File: src/rtl/if_stage_pkg.sv
// if_stage shared types and constants.
// Exception codes, NOP encoding, meta and packet bundles.
package if_stage_pkg;

  localparam logic [6:0]  EXP_NONE = 7'h00;
  localparam logic [6:0]  EXP_ADEF = 7'h08;
  localparam logic [31:0] INST_NOP = 32'h0340_0000;

  typedef struct packed {
    logic [31:0] pc;
    logic [31:0] pc_next;
    logic        fij;
    logic        u0;
    logic        u1;
  } meta_t;

  typedef struct packed {
    logic [31:0] inst0;
    logic [31:0] inst1;
    logic [31:0] pc;
    logic [31:0] pc_next;
    logic        fij;
    logic        u0;
    logic        u1;
    logic [6:0]  exc;
  } pkt_t;

endpackage

File: src/rtl/if_stage.sv
// Instruction fetch: owns the PC, one aligned 8-byte i-cache request
// in flight, registered two-instruction packet out to decode.
// Ports: clk/rst, flush/set_pc redirects, full throttle, bpu_* predictor
// lookup, icache_* request/response, packet outputs (input_valid ...).
module if_stage
  import if_stage_pkg::*;
#(
  parameter logic [31:0] RESET_PC = 32'h1c00_0000
) (
  input  logic        clk,
  input  logic        rst,
  input  logic        flush,
  input  logic [31:0] flush_target,
  input  logic        set_pc,
  input  logic [31:0] set_pc_target,
  input  logic        full,
  output logic [31:0] bpu_pc,
  input  logic [31:0] bpu_pc_next,
  input  logic        bpu_first_inst_jmp,
  input  logic        bpu_unknown0,
  input  logic        bpu_unknown1,
  output logic        icache_req,
  output logic [31:0] icache_addr,
  input  logic        icache_addr_ok,
  input  logic        icache_data_valid,
  input  logic [63:0] icache_rdata,
  input  logic [6:0]  icache_exception,
  output logic        input_valid,
  output logic [31:0] inst0,
  output logic [31:0] inst1,
  output logic [31:0] pc_out,
  output logic [31:0] pc_next_out,
  output logic        first_inst_jmp,
  output logic        unknown0,
  output logic        unknown1,
  output logic [6:0]  exception_out
);

  typedef enum logic [1:0] {
    IF_RUN  = 2'd0,
    IF_WAIT = 2'd1,
    IF_DROP = 2'd2,
    IF_HOLD = 2'd3
  } state_e;

  state_e      state_q, state_d;
  logic [31:0] pc_q, pc_d;
  meta_t       meta_q, meta_d;
  pkt_t        pkt_q, pkt_d;
  logic        valid_q, valid_d;

  logic        redirect;
  logic [31:0] redir_pc;
  logic        pc_ok;
  logic        can_issue;
  logic        resp_ok;
  logic        req;
  logic        accept;

  always_comb begin
    // set_pc is ignored in HOLD: only flush may leave it
    redirect  = flush |
                (set_pc & valid_q & (state_q != IF_HOLD));
    redir_pc  = flush ? flush_target : set_pc_target;
    pc_ok     = (pc_q[1:0] == 2'b00);
    can_issue = ~rst & ~full & ~redirect & pc_ok;
    resp_ok   = icache_data_valid &
                (icache_exception == EXP_NONE);

    req = 1'b0;
    unique case (state_q)
      IF_RUN:  req = can_issue;
      IF_WAIT: req = can_issue & resp_ok;
      IF_DROP: req = can_issue & icache_data_valid;
      IF_HOLD: req = 1'b0;
    endcase
    accept = req & icache_addr_ok;

    state_d = state_q;
    pc_d    = pc_q;
    meta_d  = meta_q;
    pkt_d   = pkt_q;
    valid_d = 1'b0;

    if (accept) begin
      meta_d = '{pc:      pc_q,
                 pc_next: bpu_pc_next,
                 fij:     bpu_first_inst_jmp,
                 u0:      bpu_unknown0,
                 u1:      bpu_unknown1};
      pc_d   = bpu_pc_next;
    end
    if (redirect) pc_d = redir_pc;

    unique case (state_q)
      IF_RUN: begin
        if (redirect) begin
          state_d = IF_RUN;
        end else if (accept) begin
          state_d = IF_WAIT;
        end else if (~pc_ok & ~full) begin
          state_d = IF_HOLD;
          valid_d = 1'b1;
          pkt_d   = '{inst0:   INST_NOP,
                      inst1:   INST_NOP,
                      pc:      pc_q,
                      pc_next: pc_q + 32'd4,
                      fij:     1'b0,
                      u0:      1'b0,
                      u1:      1'b0,
                      exc:     EXP_ADEF};
        end
      end
      IF_WAIT: begin
        if (redirect) begin
          // a response landing with the redirect retires the request
          state_d = icache_data_valid ? IF_RUN : IF_DROP;
        end else if (icache_data_valid) begin
          valid_d = 1'b1;
          pkt_d   = '{inst0:   resp_ok ? icache_rdata[31:0]
                                       : INST_NOP,
                      inst1:   resp_ok ? icache_rdata[63:32]
                                       : INST_NOP,
                      pc:      meta_q.pc,
                      pc_next: meta_q.pc_next,
                      fij:     meta_q.fij,
                      u0:      meta_q.u0,
                      u1:      meta_q.u1,
                      exc:     icache_exception};
          if (!resp_ok)    state_d = IF_HOLD;
          else if (accept) state_d = IF_WAIT;
          else             state_d = IF_RUN;
        end
      end
      IF_DROP: begin
        if (icache_data_valid)
          state_d = accept ? IF_WAIT : IF_RUN;
      end
      IF_HOLD: begin
        if (flush) state_d = IF_RUN;
      end
    endcase
  end

  always_ff @(posedge clk) begin
    if (rst) begin
      state_q <= IF_RUN;
      pc_q    <= RESET_PC;
      meta_q  <= '0;
      pkt_q   <= '0;
      valid_q <= 1'b0;
    end else begin
      state_q <= state_d;
      pc_q    <= pc_d;
      meta_q  <= meta_d;
      pkt_q   <= pkt_d;
      valid_q <= valid_d;
    end
  end

  assign bpu_pc         = pc_q;
  assign icache_req     = req;
  assign icache_addr    = {pc_q[31:3], 3'b000};
  assign input_valid    = valid_q;
  assign inst0          = pkt_q.inst0;
  assign inst1          = pkt_q.inst1;
  assign pc_out         = pkt_q.pc;
  assign pc_next_out    = pkt_q.pc_next;
  assign first_inst_jmp = pkt_q.fij;
  assign unknown0       = pkt_q.u0;
  assign unknown1       = pkt_q.u1;
  assign exception_out  = pkt_q.exc;

endmodule

File: config.mk
export PLATFORM = sky130hd
export DESIGN_NAME = if_stage
export DESIGN_NICKNAME = d
export VERILOG_FILES = /design/src/rtl/if_stage_pkg.sv /design/src/rtl/if_stage.sv
export SDC_FILE = /design/constraint.sdc
export NUM_CORES = 1
export LEC_CHECK = 0
export CORE_MARGIN = 2
export CORE_UTILIZATION = 33
export DETAILED_ROUTE_END_ITERATION = 8
export SKIP_LAST_GASP = 1
export SLEW_MARGIN = 5
export SYNTH_ARGS = -nofsm -noshare
export SYNTH_HDL_FRONTEND = slang
export SYNTH_SLANG_ARGS = --single-unit
File: constraint.sdc
create_clock -name clk -period 2.2 [get_ports clk]
set_input_delay 0.33 -clock clk [delete_from_list [all_inputs] [get_ports clk]]
set_output_delay 0.33 -clock clk [all_outputs]
set_load 0.05 [all_outputs]
==> results of run 1 <==
-- final cells by class --
| type | count | area share [%] |
|---|---|---|
| multi-input cells | 900 | 31.5 |
| repair buffers | 482 | 30.0 |
| flip-flops and latches | 240 | 29.9 |
| clock buffers | 43 | 5.06 |
| well taps | 402 | 3.12 |
| inverters | 11 | 0.279 |
| clock inverters | 4 | 0.124 |
| diodes | 4 | 0.0620 |
-- state kept, by name (all words and copies together) (netlist names) --
signal and cells:
pc_next_out 32, state_q 2, unknown1 1, inst1 32, unknown0 1, inst0 32, meta_q 67, pc_out 32
first_inst_jmp 1, input_valid 1, exception_out 7, bpu_pc 32
-- metal layers --
metal  wire length, µm  share of wire [%]
met1             16200                 42
met2             18200                 47
met3              2990                7.8
met4              1120                2.9
met5                 0                  0
-- cells in the final DEF (no fill, tap or decap), types with 9 or more instances in the layout --
cell type,count
sky130_fd_sc_hd__a211oi_1,42
sky130_fd_sc_hd__a21oi_1,153
sky130_fd_sc_hd__a22oi_1,10
sky130_fd_sc_hd__a31oi_1,30
sky130_fd_sc_hd__and3_1,9
sky130_fd_sc_hd__buf_12,19
sky130_fd_sc_hd__buf_4,88
sky130_fd_sc_hd__clkbuf_16,27
sky130_fd_sc_hd__clkbuf_8,9
sky130_fd_sc_hd__clkdlybuf4s50_1,323
sky130_fd_sc_hd__dfxtp_1,226
sky130_fd_sc_hd__dfxtp_2,13
sky130_fd_sc_hd__dlygate4sd2_1,33
sky130_fd_sc_hd__dlymetal6s2s_1,10
sky130_fd_sc_hd__mux2_2,31
sky130_fd_sc_hd__mux2i_1,32
sky130_fd_sc_hd__nand2_1,275
sky130_fd_sc_hd__nand3_1,79
sky130_fd_sc_hd__nor2_1,67
sky130_fd_sc_hd__nor3_1,27
sky130_fd_sc_hd__nor4_1,10
sky130_fd_sc_hd__o21ai_0,15
sky130_fd_sc_hd__xnor2_1,15
-- final timing paths --
| path | startpoint | endpoint | slack, ns | cells past startpoint |
|---|---|---|---|---|
| hold / removal | rst | input_valid$_SDFF_PP0_ | 0.27 | 4 |
| setup reg to reg | state_q[0]$_SDFFE_PP0P_ | meta_q[51]$_SDFFE_PP0P_ | -0.10 | 7 |
| hold reg to reg | inst0[4]$_SDFFE_PP0P_ | inst0[4]$_SDFFE_PP0P_ | 0.45 | 2 |
| setup / recovery | state_q[1]$_SDFFE_PP0P_ | icache_req | -0.24 | 7 |
-- metrics by stage --
stage	hold WS (ns)	util [%]	setup WS (ns)	power, mW	instances
5_1_grt	0.254	51.1	-0.328	16.8	2084
2_1_floorplan	0.431	-	-0.0114	9.12	1302
6_report	0.266	51.1	-0.242	16.0	2086
4_1_cts	0.245	51.0	-0.357	16.1	2083
3_5_place_dp	0.443	47.8	-0.481	11.7	2028
3_3_place_gp	0.437	47.8	-0.472	11.7	2028
-- report_power, final --
group	total [mW]	leakage [nW]	internal, mW	switching (mW)
logic	6.60	3.51	2.44	4.15
clock network	4.24	0.415	2.51	1.73
registers	5.15	1.95	4.84	0.308
total	16.0	5.88	9.79	6.19
-- cell families after synthesis --
group | count (synthesis) | share of synthesized area [%]
AOI/OAI and AO/OA | 290 | 16.5
xor gates and xnor gates | 20 | 1.66
adders and majority gates | 5 | 0.592
buffers and inverters | 162 | 7.63
DFF | 240 | 45.4
muxes | 63 | 6.33
other | 1 | 0.0355
and+or+nand+nor | 519 | 21.8
-- worst max-delay path, delay by kind of cell (launching register included) --
family | cells | cell delay, ns
compound gates | 1 | 0.06
fa+ha+maj | 1 | 0.26
buf+inv | 3 | 0.34
flops | 1 | 0.32
simple gates | 2 | 0.59
-- repair_timing --
action                     4_1_cts  5_1_grt
cloned                           4        0
hold buffers                     0        0
resized for setup               47       19
setup buffers                    4        1
pin swaps                        2        8
setup endpoints to repair      104      115
==> results by stage, run 1 <==
Outcome:
- The flow ran to the end, but the final reports show violations.
- The final reports fail on setup timing.

Die:
- The initial core utilization is 33.5%.
- Measured along the x axis, the die boundary spans 183 µm.
- The height of the die is 183 µm.
- 381 I/O pins were placed.
- The floorplan step defined a core boundary enclosing 31600 µm².
- The row count is 65.
- The die area is 33500 µm².

Global route:
- The met3 global-route usage is 4.88%.
- The via count of the first global-routing pass is 10.5k.
- The initial antenna violation count was 4.
- The global-route wire length before repair is 59100 µm.
- met2 is the most crowded layer.
- The met1 usage is 27.6%.
- For this run the aggregate overflow at the end of global routing stands at 0.
- Global routing used 22.2% of the available tracks.
- Entering global routing, the biggest net connects 70 pins.
- The routing usage on met2 is 38.4%.

Drt:
- After the first detailed-routing iteration, the DRC count stood at 631.
- Summing over every cut layer, the via total after detailed routing is 10.7k.
- The post-route DRC violation count is 0.
- The number of nets with antenna violations after routing is 0.
- The count of TritonRoute iterations in the first routing pass is 5.
- The final routed wirelength across all metal layers is 38400 µm.
- Dividing the detail-routed via count by the number of cells gives 5.13.
- The average wire length per cell after detail routing is 18.4 µm.

Clock tree:
- The clock-pin slew of the registers on the worst-case setup and hold paths is 0.06 ns.
- The clock passes through at most 3 buffers.
- The number of sinks driven by the clock tree is 240.
- Clock latency on the worst-skew pair, taken at its later pin, is 0.53 ns.
- The maximum level of the CTS H-tree is 1.
- Buffers inserted during clock tree synthesis total 26.
- The clock tree from TritonCTS is done.
- The root buffer cell chosen for the clock tree is sky130_fd_sc_hd__clkbuf_16.

Finish:
- Summing all non-filler instances in the final layout gives an area of 16100 µm².
- From synthesis to final layout, the design area changed by 52.6%.
- The final-layout fill cell count is 3017.
- Registers take 4820 µm².
- The layout cell share with drive strength beyond 1 is 13.9%.
- The total number of nets in the final design is 1843.
- In the final layout, the multi-input gates occupy 5080 µm².

STA:
- The slew at the pin closest to its max-slew limit is 0.759 ns.
- After layout, the minimum clock period comes to 2.44 ns.
- The final-report max-slew violation count is 0.
- The setup TNS after final layout is -4.81 ns.
- Setup violations remaining at the end of the flow were counted as 66.
- The final hold violation count is 0.
- The worst slew margin relative to its limit is 49.4%.
- The smallest setup slack after layout is -0.242 ns.
- The maximum operating frequency is 410 MHz.
- Setup repair after global routing could not meet its margin everywhere.
- Between clock sinks in the finished design, the worst skew comes to 0.0135 ns.
- The share of the clock period used by the worst path after layout is 111%.

Yosys:
- The largest area contributor in the synthesized netlist is sky130_fd_sc_hd__dfxtp_1.
- Summed over its instances, the top area cell type makes up 45.4% of the synthesized netlist area.
- Each instance of the synthesized netlist takes up on average 8.13 µm².
- The async set or reset register ratio after synthesis is 0%.
- The number of enable-type register cells in the synthesized netlist is 0.
- Sequential cells were found to cover 45.4% of the synthesized design area.
- In the post-synthesis netlist, the biggest area contributors are sky130_fd_sc_hd__dfxtp_1 45%, sky130_fd_sc_hd__nand2_1 9.9%, sky130_fd_sc_hd__a21oi_1 7.3%.
- In the synthesized netlist the dominant register cell turns out to be sky130_fd_sc_hd__dfxtp_1.
- The number of cells produced by synthesis is 1300.
- By count the netlist is led by 279 x sky130_fd_sc_hd__nand2_1, 240 x sky130_fd_sc_hd__dfxtp_1, 154 x sky130_fd_sc_hd__a21oi_1.
- In the post-synthesis netlist, the cell with the most instances is sky130_fd_sc_hd__nand2_1.
- The synthesized netlist occupies a cell area of 10600 µm².
- Yosys printed 0 warnings.
- Synthesis inferred 240 register bits.
- The count of unique library cells instantiated by Yosys is 59.

Critical path:
- The element type at the critical path end is a primary output.
- The critical path goes through buf_4 > inv_2 > ha_4 > a21oi_2 > or4_4 > nor3_4 > buf_12.
- On the critical path, the stage with the largest delay is an instance of sky130_fd_sc_hd__or4_4.
- The endpoint arrival time on the critical path is 2.11 ns.
- For this run, the slowest stage of the critical path takes 0.43 ns.
- The worst setup path is of the flop to primary output kind.
- In this run the worst path has a maximum fanout of 3.
- The critical path data required time is 1.87 ns.
- The startpoint type of the worst setup path is a flop.

Placed design:
- After legalization and detailed placement, the total HPWL measured 26900 µm.
- Routability-driven placement finished with a final weighted congestion of 0.813.
- After detailed placement, the total cell area comes to 15100 µm².
- The number of input and output port buffers inserted is 377.

Power and ir drop:
- The leakage power of the design is 5.88 nW.
- The largest vdd supply drop is 511 µV.
- Power spread over the standard cell area amounts to 990 nW/µm².

Job:
- The max-capacitance violation count is 0.

Hold path:
- The tightest min-delay check is of the input pin to flop type.
(Power assumes the default switching activity.)
==> inputs of run 2 (changes only) <==
--- a/config.mk
+++ b/config.mk
@@ -8,6 +8,7 @@
 export CORE_MARGIN = 2
 export CORE_UTILIZATION = 33
 export DETAILED_ROUTE_END_ITERATION = 8
+export RECOVER_POWER = 25
 export SKIP_LAST_GASP = 1
 export SLEW_MARGIN = 5
 export SYNTH_ARGS = -nofsm -noshare
==> results by stage, run 2 (same netlist as run 1, synthesis figures left out) <==
STA:
- The final-report max-slew violation count is 0.
- The worst slew margin relative to its limit is 43.7%.
- The slew at the pin closest to its max-slew limit is 0.845 ns.
- The shortest period the worst path allows is 2.44 ns.
- The final critical path takes up 111% of the cycle.
- The final number of setup-violating endpoints is 118.
- On the final layout, the worst clock skew is 0.0138 ns.
- The final hold violation count is 0.
- The smallest setup slack after layout is -0.242 ns.
- The worst hold slack is 0.268 ns.
- Setup repair after global routing could not meet its margin everywhere.
- For this run, the top clock speed supported by timing is 410 MHz.

Power and ir drop:
- The portion of total power attributed to combinational logic is 40.7%.
- The analysis attributes to net switching a power of 6.16 mW.
- VDD sags by at most 509 µV.
- The switching part of the total power is 38.9%.
- The total power density per cell area is 993 nW/µm².
- Of the total power, registers draw 32.5%.
- The leakage power of the design is 5.71 nW.
- The clock network accounts for 26.8% of the total power.
- The internal power of the cells totals 9.66 mW.

Finish:
- The sequential cell area in the final layout is 4820 µm².
- The utilization of the core after routing is 50.5%.
- The most flop-heavy register is meta_q.
- In the final layout, the share of cells above drive strength 1 is 13.1%.
- The register with the most flip-flops in the layout has 67 of them.
- Relative to the synthesized area, the layout overhead comes to 50.7%.
- The top cell types in the final layout, fill and taps aside, are 304 x sky130_fd_sc_hd__clkdlybuf4s50_1, 275 x sky130_fd_sc_hd__nand2_1, 231 x sky130_fd_sc_hd__dfxtp_1.
- The most frequent standard cell in the layout excluding fill and tap cells is sky130_fd_sc_hd__clkdlybuf4s50_1.
- The total number of nets in the final design is 1843.
- The area taken by multi-input logic gates is 5070 µm².
- After filler insertion, the fill cell instance count of the layout stands at 3054.

Critical path:
- The endpoint arrival time on the critical path is 2.11 ns.
- The critical path is of the flop to primary output type.
- The critical path data required time is 1.87 ns.
- The element type at the critical path end is a primary output.
- In this run the worst path has a maximum fanout of 3.
- The startpoint type of the worst setup path is a flop.

Clock tree:
- The post-cts hold buffer count is 0.
- The clock-pin slew of the registers on the worst-case setup and hold paths is 0.06 ns.
- The number of buffers on the longest clock path is 3.
- The clock reaches the later pin of the worst-skew pair after 0.53 ns.
- The clock root buffer is sky130_fd_sc_hd__clkbuf_16.
- The number of buffers created by CTS is 26.
- CTS built an H-tree with a depth of 1.
- TritonCTS built the clock tree.
- For this design, the sink count on the clock tree is 240.

Drt:
- In the routed design, unresolved DRC markers number 0.
- The average wire length per cell after detail routing is 18.4 µm.
- In this run the remaining antenna-violating nets after routing total 0.
- The routed design has 38400 µm of wire.
- In the routed layout, each cell is associated on average with a via count of 5.14.
- The count of TritonRoute iterations in the first routing pass is 4.
- The initial detailed-routing violation count is 669.
- The final route contains 10.7k vias.

Global route:
- The total routing usage reported by global routing is 22.2%.
- The residual overflow from global routing is 0.
- The global-route wire length before repair is 59100 µm.
- The initial antenna violation count is 4.
- The maximum number of pins on one net before global-route repair is 70.
- The via count of the first global-routing pass is 10.5k.

Outcome:
- The run finished, with violations left.
- The checks that failed: setup timing.

Placed design:
- At the end of routability-driven placement, the weighted congestion stood at 0.813.
- Detailed placement finished with a half-perimeter wire length of 26900 µm.
- The number of input and output port buffers inserted is 377.

Job:
- The max-capacitance violation count is 0.

Die:
- The die area is 33500 µm².
- The initial utilization of the core area, before any placement, comes to 33.5%.
- The row count is 65.
- The height of the die is 183 µm.
- Pin placement for this block handled 381 I/O pins.
- The core region is 31600 µm².
- In this run the horizontal extent of the chip is 183 µm.

Hold path:
- The tightest min-delay check is of the input pin to flop type.
==> run 2: cell types whose count changed in the layout (fill, tap and decap cells not counted), moves of 2 or more <==
cell | previous run | this run
sky130_fd_sc_hd__dlymetal6s2s_1 | 10 | 0
sky130_fd_sc_hd__dfxtp_2 | 13 | 9
sky130_fd_sc_hd__clkdlybuf4s50_1 | 323 | 304
sky130_fd_sc_hd__clkbuf_1 | 8 | 25
sky130_fd_sc_hd__buf_12 | 19 | 16
sky130_fd_sc_hd__buf_4 | 88 | 71
sky130_fd_sc_hd__clkbuf_2 | 0 | 11
sky130_fd_sc_hd__clkbuf_4 | 0 | 2
sky130_fd_sc_hd__dlygate4sd3_1 | 0 | 19
sky130_fd_sc_hd__dfxtp_1 | 226 | 231
==> run 2: power by group through the flow <==
| stage | Clock (mW) | Sequential (mW) | Combinational, mW |
|---|---|---|---|
| 4_1_cts | 4.35 | 5.15 | 6.61 |
| 5_1_grt | 4.54 | 5.20 | 6.86 |
| 3_3_place_gp | 0 | 5.23 | 6.44 |
| 3_5_place_dp | 0 | 5.23 | 6.49 |
| 6_report | 4.24 | 5.14 | 6.44 |
| 2_1_floorplan | 0 | 6.70 | 2.43 |
==> run 2: critical path, stage by stage (launching register included) <==
cell and delay (ns):
sky130_fd_sc_hd__dfxtp_2 0.33, sky130_fd_sc_hd__buf_4 0.12, sky130_fd_sc_hd__inv_2 0.06, sky130_fd_sc_hd__ha_4 0.26
sky130_fd_sc_hd__a21oi_2 0.06, sky130_fd_sc_hd__or4_4 0.43, sky130_fd_sc_hd__nor3_4 0.16, sky130_fd_sc_hd__buf_12 0.16
==> run 2: worst paths after layout <==
| path | depth (start not counted) | slack, ns | endpoint | from |
|---|---|---|---|---|
| max | 7 | -0.24 | icache_req | state_q[1]$_SDFFE_PP0P_ |
| min | 4 | 0.27 | input_valid$_SDFF_PP0_ | rst |
| max reg2reg | 10 | -0.11 | inst0[20]$_SDFFE_PP0P_ | state_q[1]$_SDFFE_PP0P_ |
| min reg2reg | 2 | 0.44 | inst0[4]$_SDFFE_PP0P_ | inst0[4]$_SDFFE_PP0P_ |
==> run 2: final cells by class <==
| cell class | count | area share [%] |
|---|---|---|
| Timing Repair Buffer | 482 | 29.2 |
| Clock buffer | 43 | 5.12 |
| Antenna cell | 4 | 0.0628 |
| Multi-Input combinational cell | 900 | 31.8 |
| Inverter | 11 | 0.283 |
| Tap cell | 402 | 3.16 |
| Sequential cell | 240 | 30.2 |
| Clock inverter | 4 | 0.126 |
==> run 2: per-layer routing <==
layer	vias to the layer above	part of all wire (%)	track usage (%)
li1	5206	-	-
met1	5046	42	27.6
met2	400	47	38.4
met3	70	8.3	4.88
met4	0	2.9	6.75
met5	-	0	0
==> run 2: metrics by stage <==
| stage | setup slack [ns] | cells | total power [mW] | area (µm²) | setup TNS [ns] |
|---|---|---|---|---|---|
| detailed placement | -0.481 | 2028 | 11.7 | 15100 | -45.40 |
| finish | -0.242 | 2086 | 15.8 | 15900 | -7.11 |
| CTS | -0.357 | 2083 | 16.1 | 16100 | -6.62 |
| global placement | -0.472 | 2028 | 11.7 | 15100 | -45.01 |
| global route | -0.328 | 2084 | 16.6 | 15900 | -25.31 |
| floorplan | -0.0114 | 1302 | 9.12 | 10600 | -0.0114 |
==> run 2: what timing repair did <==
action | 4_1_cts | 5_1_grt
cloned | 4 | 0
endpoints found under the setup margin | 104 | 115
endpoints found under the hold margin | 0 | 0
setup buffers | 4 | 1
pin swaps | 2 | 8
gates resized for setup | 47 | 19
